==> config.mk <==
export PLATFORM = sky130hd
export DESIGN_NAME = spi_word_multiplier
export DESIGN_NICKNAME = d
export VERILOG_FILES = /design/src/rtl/spi_word_multiplier.sv
export SDC_FILE = /design/constraint.sdc
export NUM_CORES = 1
export LEC_CHECK = 0
export ABC_CLOCK_PERIOD_IN_PS = 5400
export CORE_ASPECT_RATIO = 0.9
export CORE_MARGIN = 4
export CORE_UTILIZATION = 55
export CTS_BUF_LIST = sky130_fd_sc_hd__clkbuf_16
export CTS_CLUSTER_SIZE = 20
export DETAILED_ROUTE_END_ITERATION = 16
export PLACE_DENSITY_LB_ADDON = 0.15
export SYNTH_ARGS = -nofsm -noshare
export SYNTH_HDL_FRONTEND = slang
export SYNTH_SLANG_ARGS = --single-unit
==> constraint.sdc <==
create_clock -name clk -period 5.4 [get_ports clk]
set_input_delay 1.08 -clock clk [delete_from_list [all_inputs] [get_ports clk]]
set_output_delay 1.08 -clock clk [all_outputs]
set_load 0.05 [all_outputs]
==> src/rtl/spi_word_multiplier.sv <==
`default_nettype none
// ============================================================================
// Module      : spi_word_multiplier
// Description : Splits each received SPI word into two unsigned operands and
//               multiplies them with a sequential shift-add engine. The
//               product is streamed MSB byte first over a valid/ready byte
//               handshake. Status outputs report busy, done and dropped words.
//               Optional macro SPI_MULT_PENDING_BUF_EN adds a one-entry
//               pending-word buffer so a word arriving while busy is kept
//               rather than dropped.
// Revision    : 1.0 - initial release
// ============================================================================
module spi_word_multiplier #(
    parameter int OP_WIDTH = 8
) (
    input  logic                    clk,
    input  logic                    reset,
    input  logic [2*OP_WIDTH-1:0]   rx_data,
    input  logic                    rx_valid,
    output logic [7:0]              tx_byte,
    output logic                    tx_valid,
    input  logic                    tx_ready,
    output logic                    busy,
    output logic                    done,
    output logic                    overrun,
    input  logic                    clear_overrun
);

    localparam int c_W2 = 2 * OP_WIDTH;
    localparam int c_NB = c_W2 / 8;
    localparam int c_CW = (OP_WIDTH > 1) ? $clog2(OP_WIDTH) : 1;
    localparam int c_IW = (c_NB > 1) ? $clog2(c_NB) : 1;

    typedef enum logic [1:0] {
        S_IDLE = 2'd0,
        S_MULT = 2'd1,
        S_SEND = 2'd2
    } state_t;

    state_t                 state_q, state_d;
    logic [OP_WIDTH-1:0]    a_q, a_d;
    logic [OP_WIDTH-1:0]    b_q, b_d;
    logic [c_W2-1:0]        acc_q, acc_d;
    logic [c_CW-1:0]        cnt_q, cnt_d;
    logic [c_IW-1:0]        idx_q, idx_d;
    logic [7:0]             tx_byte_q, tx_byte_d;
    logic                   tx_valid_q, tx_valid_d;
    logic                   busy_q, busy_d;
    logic                   done_q, done_d;
    logic                   overrun_q, overrun_d;
`ifdef SPI_MULT_PENDING_BUF_EN
    logic [c_W2-1:0]        pbuf_q, pbuf_d;
    logic                   pbuf_valid_q, pbuf_valid_d;
`endif

    logic [c_W2-1:0]        w_acc_step;
    logic [c_W2-1:0]        w_byte_shift;
    logic [c_IW-1:0]        w_idx_next;
    logic                   w_hs;
    logic                   w_last_hs;
    logic                   w_set_overrun;

    // Next-state logic for the multiply/stream sequencer and status flags
    always_comb begin
        state_d       = state_q;
        a_d           = a_q;
        b_d           = b_q;
        acc_d         = acc_q;
        cnt_d         = cnt_q;
        idx_d         = idx_q;
        tx_byte_d     = tx_byte_q;
        tx_valid_d    = tx_valid_q;
        done_d        = 1'b0;
        w_set_overrun = 1'b0;
`ifdef SPI_MULT_PENDING_BUF_EN
        pbuf_d        = pbuf_q;
        pbuf_valid_d  = pbuf_valid_q;
`endif

        // One partial product per MULT cycle: add A shifted by the bit index
        w_acc_step = acc_q + (b_q[cnt_q] ? ({{OP_WIDTH{1'b0}}, a_q} << cnt_q)
                                         : {c_W2{1'b0}});
        w_hs       = tx_valid_q & tx_ready;
        w_last_hs  = (state_q == S_SEND) && w_hs && (idx_q == c_IW'(c_NB - 1));
        w_idx_next = idx_q + c_IW'(1);
        // Bring the next byte (counting from the MSB end) to the top
        w_byte_shift = acc_q << {w_idx_next, 3'b000};

        case (state_q)
            S_IDLE: begin
                if (rx_valid) begin
                    a_d     = rx_data[c_W2-1:OP_WIDTH];
                    b_d     = rx_data[OP_WIDTH-1:0];
                    acc_d   = '0;
                    cnt_d   = '0;
                    state_d = S_MULT;
                end
            end
            S_MULT: begin
                acc_d = w_acc_step;
                cnt_d = cnt_q + c_CW'(1);
                if (cnt_q == c_CW'(OP_WIDTH - 1)) begin
                    state_d    = S_SEND;
                    idx_d      = '0;
                    tx_byte_d  = w_acc_step[c_W2-1 -: 8];
                    tx_valid_d = 1'b1;
                end
            end
            S_SEND: begin
                if (w_last_hs) begin
                    // tx_byte keeps the last byte sent
                    tx_valid_d = 1'b0;
                    done_d     = 1'b1;
                    state_d    = S_IDLE;
`ifdef SPI_MULT_PENDING_BUF_EN
                    // Chain straight into the next multiply without an idle cycle
                    if (pbuf_valid_q) begin
                        a_d          = pbuf_q[c_W2-1:OP_WIDTH];
                        b_d          = pbuf_q[OP_WIDTH-1:0];
                        acc_d        = '0;
                        cnt_d        = '0;
                        pbuf_valid_d = 1'b0;
                        state_d      = S_MULT;
                    end else if (rx_valid) begin
                        // Empty buffer: the word would be stored and drained on
                        // the same edge, so take it directly as the operands
                        a_d     = rx_data[c_W2-1:OP_WIDTH];
                        b_d     = rx_data[OP_WIDTH-1:0];
                        acc_d   = '0;
                        cnt_d   = '0;
                        state_d = S_MULT;
                    end
`endif
                end else if (w_hs) begin
                    idx_d     = w_idx_next;
                    tx_byte_d = w_byte_shift[c_W2-1 -: 8];
                end
            end
            default: begin
                state_d    = S_IDLE;
                tx_valid_d = 1'b0;
            end
        endcase

        // Words that arrive while the engine is occupied
        if (rx_valid && (state_q != S_IDLE)) begin
`ifdef SPI_MULT_PENDING_BUF_EN
            if (w_last_hs) begin
                if (pbuf_valid_q) begin
                    pbuf_d       = rx_data;
                    pbuf_valid_d = 1'b1;
                end
            end else if (!pbuf_valid_q) begin
                pbuf_d       = rx_data;
                pbuf_valid_d = 1'b1;
            end else begin
                w_set_overrun = 1'b1;
            end
`else
            w_set_overrun = 1'b1;
`endif
        end

        // A new drop takes priority over a clear request on the same edge
        if (w_set_overrun) begin
            overrun_d = 1'b1;
        end else if (clear_overrun) begin
            overrun_d = 1'b0;
        end else begin
            overrun_d = overrun_q;
        end

`ifdef SPI_MULT_PENDING_BUF_EN
        busy_d = (state_d != S_IDLE) || pbuf_valid_d;
`else
        busy_d = (state_d != S_IDLE);
`endif
    end

    // State and output registers with asynchronous reset
    always_ff @(posedge clk or posedge reset) begin
        if (reset) begin
            state_q      <= S_IDLE;
            a_q          <= '0;
            b_q          <= '0;
            acc_q        <= '0;
            cnt_q        <= '0;
            idx_q        <= '0;
            tx_byte_q    <= '0;
            tx_valid_q   <= 1'b0;
            busy_q       <= 1'b0;
            done_q       <= 1'b0;
            overrun_q    <= 1'b0;
`ifdef SPI_MULT_PENDING_BUF_EN
            pbuf_q       <= '0;
            pbuf_valid_q <= 1'b0;
`endif
        end else begin
            state_q      <= state_d;
            a_q          <= a_d;
            b_q          <= b_d;
            acc_q        <= acc_d;
            cnt_q        <= cnt_d;
            idx_q        <= idx_d;
            tx_byte_q    <= tx_byte_d;
            tx_valid_q   <= tx_valid_d;
            busy_q       <= busy_d;
            done_q       <= done_d;
            overrun_q    <= overrun_d;
`ifdef SPI_MULT_PENDING_BUF_EN
            pbuf_q       <= pbuf_d;
            pbuf_valid_q <= pbuf_valid_d;
`endif
        end
    end

    assign tx_byte  = tx_byte_q;
    assign tx_valid = tx_valid_q;
    assign busy     = busy_q;
    assign done     = done_q;
    assign overrun  = overrun_q;

endmodule
`default_nettype wire

==> flow_metrics.tcl, run 1 <==
set metrics [dict create \
    arrival_ns 3.75 \
    reg2reg_slack_ns 1.83 \
    grt_pass1_wl_um 13100 \
    reg2reg_from "cnt_q[0]$_DFFE_PP0P_" \
    grt_max_degree 51 \
    cts_root_buf "clkbuf_16" \
    dr.pass1.iters 5 \
    crit_buf_inv 0 \
    core_area_um2 5690 \
    drive_above_1_share_pct 9.92 \
    ys_seq_area_share_pct 38.7 \
    power_frac_seq_pct 29.9 \
    synth-edff-count 0 \
    async_flop_share_pct 100 \
    die-height_um 80.7 \
    drcViolationCount 0 \
    dieWidth_um 88.8 \
    worstPathCellList "mux4_2, nand2b_1, and2_1, a21oi_1, ha_1, a21oi_2, nand2_1, o21a_1, o21a_1, or3_1, a32o_1" \
    drv_slew 0 \
    dpl.hpwl_um 5510 \
    fin_crit_sh_pct 66.2 \
    fin_nets 411 \
    ant_nets 0 \
    p_sw_share_pct 46.1 \
    antenna_found_initial 0 \
    combPwrFrac_pct 55.8 \
    htree_levels 2 \
    ys_ff_latch 50 \
    critical-path-top-delay-family "compound AO/OA/AOI/OAI gates" \
    insertedDiodeCount 0 \
    yosysWarnings 0 \
    hold_buffers 0 \
    drv_cap 0 \
    place_congestion 0.928 \
    relSlewSlack_pct 23.1 \
    route.vias.total 2711 \
    hold_path.class "reg2reg" \
    tns_ns 0 \
    initial_core_util_pct 56.7 \
    max_freq_mhz 280 \
    cts_tree "done" \
    p_int_mw 1.37 \
    preCtsSetupSlack_ns 1.87 \
    path_clk_slew_ns 0.07 \
    p_leak_nw 1.59 \
    cts.repair.resized 0 \
    p_per_area_nw_per_um2 680 \
    cts.path.max_buffers 2 \
    port_buffers 32 \
    whs_ns 0.521 \
    io_pins 33 \
    worst-r2r-cell-count 11 \
    grt.total_usage_pct 23.4 \
    setup_viol 0 \
    die_area_um2 7160 \
    setup.worst_path.end "acc_q[7]$_DFFE_PP0P_" \
    worst_path_largest_cell_delay_ns 0.73 \
    synth.distinct_cells 51 \
    skew_ns 0.00460 \
    grt_pass1_vias 2561 \
    p_sw_mw 1.17 \
    synthesis.nets 389 \
    ir_drop_mv 0.403 \
    final_core_util_pct 65.6 \
    path_max_fanout 19 \
    worst_path_most_repeated_cell "o21a_1" \
    worstSetupPathType "reg2reg" \
    r2r-end "acc_q[7]$_DFFE_PP0P_" \
    placementRows 26 \
    cp_slowest_cell "dfrtp_1" \
    overflow 0 \
    worst_setup_path_start_kind "flip-flop" \
    drt-vias-per-instance 6.12 \
    insertion_delay_ns 0.29 \
    cts_buffers 5 \
    end_kind "flip-flop" \
    routed_wl_um 7650 \
    p_clk_share_pct 14.3 \
    syn_area_per_cell_um2 9.23 \
    synthFlopType "dfrtp_1" \
    cp.depth 11 \
    area_delta_synth_final_pct 15.7 \
    postCtsSetupBuffers 0 \
    tightest_slew_ns 1.15 \
    finalCriticalPeriod_ns 3.57 \
    rsz0062_at_grt "no" \
    numClockSinks 50 \
    crit_required_ns 5.58 \
    finalPower_mw 2.54 \
    drtIter0Drc 241 \
    wl_per_cell_um 17.3 \
    hold_violations 0 \
    syn-instance-count 350 \
    status "complete, no violations" \
    setup_slack_ns 1.83 \
    crit_start "cnt_q[0]$_DFFE_PP0P_" \
    syn_area_um2 3230 \
]
## placed cells by master (no fill, tap or decap), types with 5 or more instances in the layout
master	instances
inv_1	9
dfrtp_1	50
xor2_1	6
nor2_1	26
nor3_1	6
ha_1	17
mux2_2	20
a21oi_1	27
nand2b_1	5
a211oi_1	5
clkbuf_16	5
nand2_1	34
mux2i_1	16
nor2b_1	5
clkdlybuf4s50_1	32
o21ai_0	36
nand3_1	14
## sequential cells by signal, summed over array words and instances, names as in the netlist
register and count:
idx_q 1, overrun 1, busy 1, tx_byte 8, tx_valid 1, a_q 8, b_q 8, state_q 2
cnt_q 3, done 1, acc_q 16
## power by group through the flow
stage / Sequential (mW) / Combinational, mW / Clock [mW]
5_1_grt: 0.786 / 1.58 / 0.387
2_1_floorplan: 0.741 / 1.08 / 0
6_report: 0.759 / 1.42 / 0.364
3_5_place_dp: 0.757 / 1.40 / 0
3_3_place_gp: 0.752 / 1.38 / 0
4_1_cts: 0.753 / 1.41 / 0.371
## through the flow
stage          area [um2]  std cells
3_5_place_dp         3560        435
4_1_cts              3740        443
3_3_place_gp         3560        435
5_1_grt              3740        443
2_1_floorplan        3230        350
6_report             3740        443
## synthesized netlist by cell type (5+ instances only)
cell	instances	area share, %
clkbuf_1	6	0.70
xor2_1	6	1.6
buf_2	10	1.5
mux2_2	20	7.0
nor2_1	26	3.0
nand2b_1	5	0.97
nor3_1	6	0.93
mux2i_1	16	5.0
ha_1	17	6.6
nor2b_1	5	0.97
a211oi_1	5	1.2
a21oi_1	27	4.2
nand2_1	34	4.0
inv_1	10	1.2
nand3_1	14	2.2
o21ai_0	37	5.7
dfrtp_1	50	39
## worst reg2reg max path, delay by kind of cell, from the launching register on
family                     cells  cell delay (ns)
AOI/OAI and AO/OA              5             0.91
adders and majority gates      1             0.36
DFF                            1             0.73
muxes                          1             0.58
and+or+nand+nor                4             0.89
## layer usage
layer | part of all wire [%] | routed length [um] | track usage [%] | vias to the layer above
met4 | 1.4 | 104 | 5.44 | 0
li1 | - | - | - | 1308
met1 | 48 | 3660 | 36.2 | 1289
met2 | 43 | 3280 | 33.8 | 102
met5 | 0 | 0 | 0 | -
met3 | 7.8 | 596 | 4.00 | 12
## worst min path at each step
stage                      startpoint                      to  cells after the start
2_1_floorplan      b_q[2]$_DFFE_PP0P_      b_q[2]$_DFFE_PP0P_                      1
3_3_place_gp     acc_q[9]$_DFFE_PP0P_    acc_q[9]$_DFFE_PP0P_                      2
3_5_place_dp       b_q[6]$_DFFE_PP0P_      b_q[6]$_DFFE_PP0P_                      1
4_1_cts        tx_byte[2]$_DFFE_PP0P_  tx_byte[2]$_DFFE_PP0P_                      2
5_1_grt        tx_byte[2]$_DFFE_PP0P_  tx_byte[2]$_DFFE_PP0P_                      2
6_report           b_q[7]$_DFFE_PP0P_      b_q[7]$_DFFE_PP0P_                      1
## cell families after synthesis
kind of cell,synth area share (%)
and+or+nand+nor,15.8
xor gates and xnor gates,2.44
DFF,38.7
adders and majority gates,7.21
AOI/OAI and AO/OA,18.9
muxes,13.3
buffers and inverters,3.53
## area by class of cell
class	count	area [um2]
clock buffers	5	125
clock inverters	3	47.5
fillers	481	1960
inverters	10	37.5
multi-input cells	273	1870
flip-flops and latches	50	1250
well taps	70	87.6
repair buffers	32	320
Power figures use the tool's default switching activity.
==> run 2: changes to the inputs <==
--- a/config.mk
+++ b/config.mk
@@ -5,10 +5,10 @@
 export SDC_FILE = /design/constraint.sdc
 export NUM_CORES = 1
 export LEC_CHECK = 0
-export ABC_CLOCK_PERIOD_IN_PS = 5400
+export ABC_CLOCK_PERIOD_IN_PS = 3100
 export CORE_ASPECT_RATIO = 0.9
 export CORE_MARGIN = 4
-export CORE_UTILIZATION = 55
+export CORE_UTILIZATION = 52
 export CTS_BUF_LIST = sky130_fd_sc_hd__clkbuf_16
 export CTS_CLUSTER_SIZE = 20
 export DETAILED_ROUTE_END_ITERATION = 16
==> constraint.sdc (replaced) <==
create_clock -name clk -period 3.1 [get_ports clk]
set_input_delay 0.62 -clock clk [delete_from_list [all_inputs] [get_ports clk]]
set_output_delay 0.62 -clock clk [all_outputs]
set_load 0.05 [all_outputs]
==> run 2 against run 1 <==
Compared with the run above:
- core utilization grew 3.0 points
- critical path depth is 3 higher
- via count is 2.1% higher
- critical path type unchanged
- total power is 90% higher
- clock power up 77%
- clock skew is 0.0016 ns higher
- maximum frequency is 19% higher
==> flow_metrics.tcl, run 2 (synthesized netlist as in run 1, its figures left out) <==
set metrics [dict create \
    hold_path_end "b_q[2]$_DFFE_PP0P_" \
    antenna_found_initial 0 \
    dieWidth_um 91.1 \
    crit_required_ns 3.33 \
    drive_above_1_share_pct 21.0 \
    htree_levels 2 \
    ant_nets 0 \
    fin_nets 433 \
    use_met1_pct 31.2 \
    drt-vias-per-instance 5.95 \
    reg2reg_from "cnt_q[0]$_DFFE_PP0P_" \
    grt_busiest_layer "met2" \
    path_max_fanout 3 \
    overflow 0 \
    layout_common_cells "dfrtp_1 (48), nand2_1 (32), o21ai_0 (32), clkdlybuf4s50_1 (32)" \
    status "complete, no violations" \
    cts_root_buf "clkbuf_16" \
    globalRouteMet2Util_pct 35.3 \
    dr.pass1.iters 4 \
    max_freq_mhz 332 \
    core_area_um2 5860 \
    setup_slack_ns 0.0893 \
    hold_violations 0 \
    port_buffers 32 \
    dpl_cell_area_um2 3680 \
    grt_pass1_wl_um 13200 \
    end_kind "flip-flop" \
    route.vias.total 2769 \
    skew_ns 0.00621 \
    preCtsSetupSlack_ns 0.0201 \
    hp-start "b_q[2]$_DFFE_PP0P_" \
    place_congestion 0.954 \
    grt_max_degree 51 \
    initial_core_util_pct 55.1 \
    arrival_ns 3.24 \
    wl_per_cell_um 16.8 \
    io_pins 33 \
    whs_path_depth 1 \
    grt.total_usage_pct 22.3 \
    drv_slew 0 \
    routed_wl_um 7830 \
    relSlewSlack_pct 59.1 \
    largest_reg_flops 16 \
    tns_ns 0 \
    setup_viol 0 \
    cts.path.max_buffers 2 \
    fin_crit_sh_pct 97.1 \
    finalInstanceArea_um2 4020 \
    rsz0062_at_grt "yes" \
    grt_pass1_vias 2701 \
    ir_drop_mv 0.708 \
    tightest_slew_ns 0.614 \
    p_per_area_nw_per_um2 1200 \
    reg2reg_slack_ns 0.09 \
    worst-r2r-cell-count 14 \
    mostFrequentLayoutCell "dfrtp_1" \
    top_register "acc_q" \
    finalCriticalPeriod_ns 3.01 \
    cts_tree "done" \
    hold_path.class "reg2reg" \
    placementRows 26 \
    die_area_um2 7540 \
    drtIter0Drc 166 \
    hold_buffers 0 \
    numClockSinks 50 \
    area_delta_synth_final_pct 24.4 \
    cts_buffers 5 \
    dpl.hpwl_um 5780 \
    r2r-end "acc_q[8]$_DFFE_PP0P_" \
    gr-usage-met3_pct 3.53 \
    worst_setup_path_start_kind "flip-flop" \
    worstSetupPathType "reg2reg" \
    path_clk_slew_ns 0.07 \
    p_leak_nw 1.71 \
    insertion_delay_ns 0.29 \
    whs_ns 0.510 \
    drcViolationCount 0 \
    drv_cap 0 \
    fillers 467 \
    die-height_um 82.8 \
    insertedDiodeCount 0 \
]
-- run 2: cell types whose count changed in the layout (fill, tap and decap cells not counted), sizes merged --
| cell | previous run | this run |
|---|---|---|
| clkinv | 1 | 0 |
| clkinvlp | 0 | 1 |
| buf | 0 | 22 |
-- run 2: worst max-delay path, cell delays in order (launching register included) --
cell and delay [ns]:
dfrtp_2 0.44, mux4_2 0.38, nand2b_4 0.08, buf_6 0.13
nor2_4 0.09, ha_4 0.14, inv_2 0.04, fa_2 0.39
nor2b_2 0.13, o211ai_1 0.14, a21boi_1 0.24, o211ai_1 0.22
buf_4 0.19, a211o_1 0.25, nand3_1 0.08
-- run 2: report_power, final --
part	internal, mW	switching [mW]	leakage, nW
clock	0.387	0.257	0.0819
sequential	0.953	0.311	0.607
combinational	1.33	1.60	1.02
total	2.67	2.17	1.71
-- run 2: layout make-up --
type                    count  area [um2]  area share (%)
multi-input cells         273        1970            49.0
flip-flops and latches     50        1250            31.2
repair buffers             54         497            12.4
clock buffers               5         125            3.11
well taps                  70        87.6            2.18
clock inverters             3        48.8            1.21
inverters                  10        37.5           0.934
-- run 2: per-stage QoR --
step	power, mW	utilization, %	instances
finish	4.83	68.6	465
CTS	4.60	65.9	459
detailed placement	3.94	62.9	451
global placement	3.90	62.9	451
global route	5.26	68.6	465
floorplan	3.17	-	350
-- run 2: worst max-delay path by stage --
| stage | startpoint | to | slack (ns) | depth (start not counted) |
|---|---|---|---|---|
| 3_3_place_gp | cnt_q[0]$_DFFE_PP0P_ | tx_byte[7]$_DFFE_PP0P_ | 0.06 | 12 |
| 3_5_place_dp | cnt_q[0]$_DFFE_PP0P_ | tx_byte[7]$_DFFE_PP0P_ | 0.02 | 12 |
| 5_1_grt | cnt_q[0]$_DFFE_PP0P_ | acc_q[12]$_DFFE_PP0P_ | -0.07 | 14 |
| 4_1_cts | cnt_q[0]$_DFFE_PP0P_ | acc_q[7]$_DFFE_PP0P_ | 0.001 | 11 |
| 2_1_floorplan | cnt_q[0]$_DFFE_PP0P_ | acc_q[7]$_DFFE_PP0P_ | 0.03 | 13 |
| 6_report | cnt_q[0]$_DFFE_PP0P_ | acc_q[8]$_DFFE_PP0P_ | 0.09 | 14 |
-- run 2: repair_timing --
action / in CTS / in global routing
buffers inserted: 0 / 6
endpoints found under the hold margin: 0 / 0
pin swaps: 0 / 15
setup endpoints to repair: 1 / 17
resized for setup: 1 / 34
-- run 2: metal layers --
metal  up-vias  part of all wire [%]  routed length (um)
li1       1355                     -                   -
met1      1330                    47                3700
met2        73                    44                3460
met3        11                   6.9                 541
met4         0                   1.5                 120
met5         -                     0                   0
==> run 3: changes to the inputs <==
--- a/config.mk
+++ b/config.mk
@@ -13,6 +13,7 @@
 export CTS_CLUSTER_SIZE = 20
 export DETAILED_ROUTE_END_ITERATION = 16
 export PLACE_DENSITY_LB_ADDON = 0.15
+export SETUP_SLACK_MARGIN = 0.02
 export SYNTH_ARGS = -nofsm -noshare
 export SYNTH_HDL_FRONTEND = slang
 export SYNTH_SLANG_ARGS = --single-unit
==> run 3 against run 2 <==
Compared with the run above:
- core utilization increased by 0.98 points
- critical path type unchanged
- sequential share of layout area decreased by 0.44 points
- worst hold slack got worse by 0.0025 ns
- non-clock buffer count increased by 2
- sequential cell count unchanged
==> flow_metrics.tcl, run 3 (synthesized netlist as in run 1, its figures left out) <==
set metrics [dict create \
    status "complete, no violations" \
    grt_pass1_wl_um 13200 \
    antenna_found_initial 0 \
    cts_tree "done" \
    hold_violations 0 \
    worst_path_largest_cell_delay_ns 0.44 \
    p_sw_share_pct 44.9 \
    layout_common_cells "dfrtp_1 (48), o21ai_0 (33), nand2_1 (32), clkdlybuf4s50_1 (32), nor2_1 (25)" \
    place_congestion 0.954 \
    cts.path.max_buffers 2 \
    preCtsSetupSlack_ns 0.0201 \
    power_frac_seq_pct 25.6 \
    grt_max_degree 51 \
    drv_cap 0 \
    die-height_um 82.8 \
    instances_no_fill 467 \
    skew_ns 0.00564 \
    fin_crit_sh_pct 97.6 \
    ir_drop_mv 0.793 \
    fillers 460 \
    dieWidth_um 91.1 \
    p_int_mw 2.73 \
    arrival_ns 3.25 \
    ant_nets 0 \
    io_pins 33 \
    area_delta_synth_final_pct 26.2 \
    grt.total_usage_pct 22.3 \
    crit_required_ns 3.33 \
    overflow 0 \
    drcViolationCount 0 \
    core_area_um2 5860 \
    drv_slew 0 \
    numClockSinks 50 \
    p_leak_nw 1.73 \
    insertedDiodeCount 0 \
    worstPathCellList "mux4_2, nand2b_4, buf_6, nor2_4, ha_4, inv_2, fa_2, nor2b_2, o211ai_1, buf_4, a21boi_2, o211ai_1, buf_4, a211o_1, nand3_1" \
    end_kind "flip-flop" \
    htree_levels 2 \
    finalCriticalPeriod_ns 3.02 \
    setup_viol 0 \
    p_per_area_nw_per_um2 1220 \
    fin_nets 435 \
    route.vias.total 2788 \
    largest_reg_flops 16 \
    drive_above_1_share_pct 23.2 \
    worst_setup_path_start_kind "flip-flop" \
    p_sw_mw 2.23 \
    finalPower_mw 4.96 \
    dpl.hpwl_um 5780 \
    combPwrFrac_pct 61.4 \
    tightest_slew_ns 0.618 \
    final_core_util_pct 69.6 \
    cp_slowest_cell "dfrtp_2" \
    dr.pass1.iters 4 \
    grt_pass1_vias 2701 \
    max_freq_mhz 331 \
    hold_path.class "reg2reg" \
    cts_root_buf "clkbuf_16" \
    setup_slack_ns 0.0752 \
    placementRows 26 \
    path_max_fanout 4 \
    p_clk_share_pct 13.0 \
    top_register "acc_q" \
    initial_core_util_pct 55.1 \
    rsz0062_at_grt "yes" \
    relSlewSlack_pct 58.8 \
    worstSetupPathType "reg2reg" \
    drtIter0Drc 193 \
    path_clk_slew_ns 0.07 \
    die_area_um2 7540 \
    drt-vias-per-instance 5.97 \
    routed_wl_um 7980 \
    port_buffers 32 \
    wl_per_cell_um 17.1 \
    cts_buffers 5 \
    mostFrequentLayoutCell "dfrtp_1" \
    dp.cells 451 \
    insertion_delay_ns 0.29 \
]
-- run 3: changes by cell type in the layout (fill, tap and decap cells not counted), sizes merged --
cell	previous run	this run
buf	22	24
-- run 3: critical path, delay by kind of cell, from the launching register on --
family,cells,cell delay [ns]
adder cells (fa/ha/maj),2,0.53
AO/OA/AOI/OAI,4,0.70
AND/OR/NAND/NOR,4,0.37
flip-flops,1,0.44
buffers and inverters,4,0.53
multiplexers,1,0.39
-- run 3: cell type report --
cell class                 count  area (um2)  area share [%]
clock buffer                   5         125            3.07
clock inverter                 3        48.8            1.20
inverter                      10        37.5           0.921
multi-input combinational    273        2010            49.3
sequential                    50        1250            30.8
tap                           70        87.6            2.15
timing repair buffer          56         512            12.6
-- run 3: worst paths after layout --
path / startpoint / end / slack [ns] / cells past startpoint
worst max-delay path: cnt_q[0]$_DFFE_PP0P_ / acc_q[8]$_DFFE_PP0P_ / 0.08 / 15
worst min-delay path: b_q[2]$_DFFE_PP0P_ / b_q[2]$_DFFE_PP0P_ / 0.51 / 1
worst max register to register: cnt_q[0]$_DFFE_PP0P_ / acc_q[8]$_DFFE_PP0P_ / 0.08 / 15
worst min register to register: b_q[2]$_DFFE_PP0P_ / b_q[2]$_DFFE_PP0P_ / 0.51 / 1
max in group asynchronous: reset / cnt_q[1]$_DFFE_PP0P_ / 1.84 / 3
min in group asynchronous: reset / b_q[5]$_DFFE_PP0P_ / 0.81 / 3
-- run 3: power by group through the flow --
stage | clock, mW | sequential (mW) | combinational, mW
6_report | 0.647 | 1.27 | 3.05
5_1_grt | 0.685 | 1.32 | 3.38
4_1_cts | 0.658 | 1.25 | 2.71
3_5_place_dp | 0 | 1.26 | 2.68
3_3_place_gp | 0 | 1.25 | 2.65
2_1_floorplan | 0 | 1.29 | 1.88
-- run 3: layer usage --
layer  routed length, um  track usage [%]
met1                3840             31.2
met2                3570             35.3
met3                 437             3.53
met4                 142             7.98
met5                   0                0
-- run 3: what timing repair did --
item | CTS | global route
pin swaps | 0 | 17
resized for setup | 2 | 39
hold buffers | 0 | 0
setup buffers | 0 | 8
endpoints found under the hold margin | 0 | 0
setup endpoints to repair | 4 | 17
-- run 3: metrics by stage --
step | hold WS, ns | TNS, ns | cell area (um2)
4_1_cts | 0.510 | 0 | 3860
5_1_grt | 0.532 | -0.106 | 4080
6_report | 0.507 | 0 | 4080
3_5_place_dp | 0.494 | 0 | 3680
2_1_floorplan | 0.475 | 0 | 3230
3_3_place_gp | 0.495 | 0 | 3680
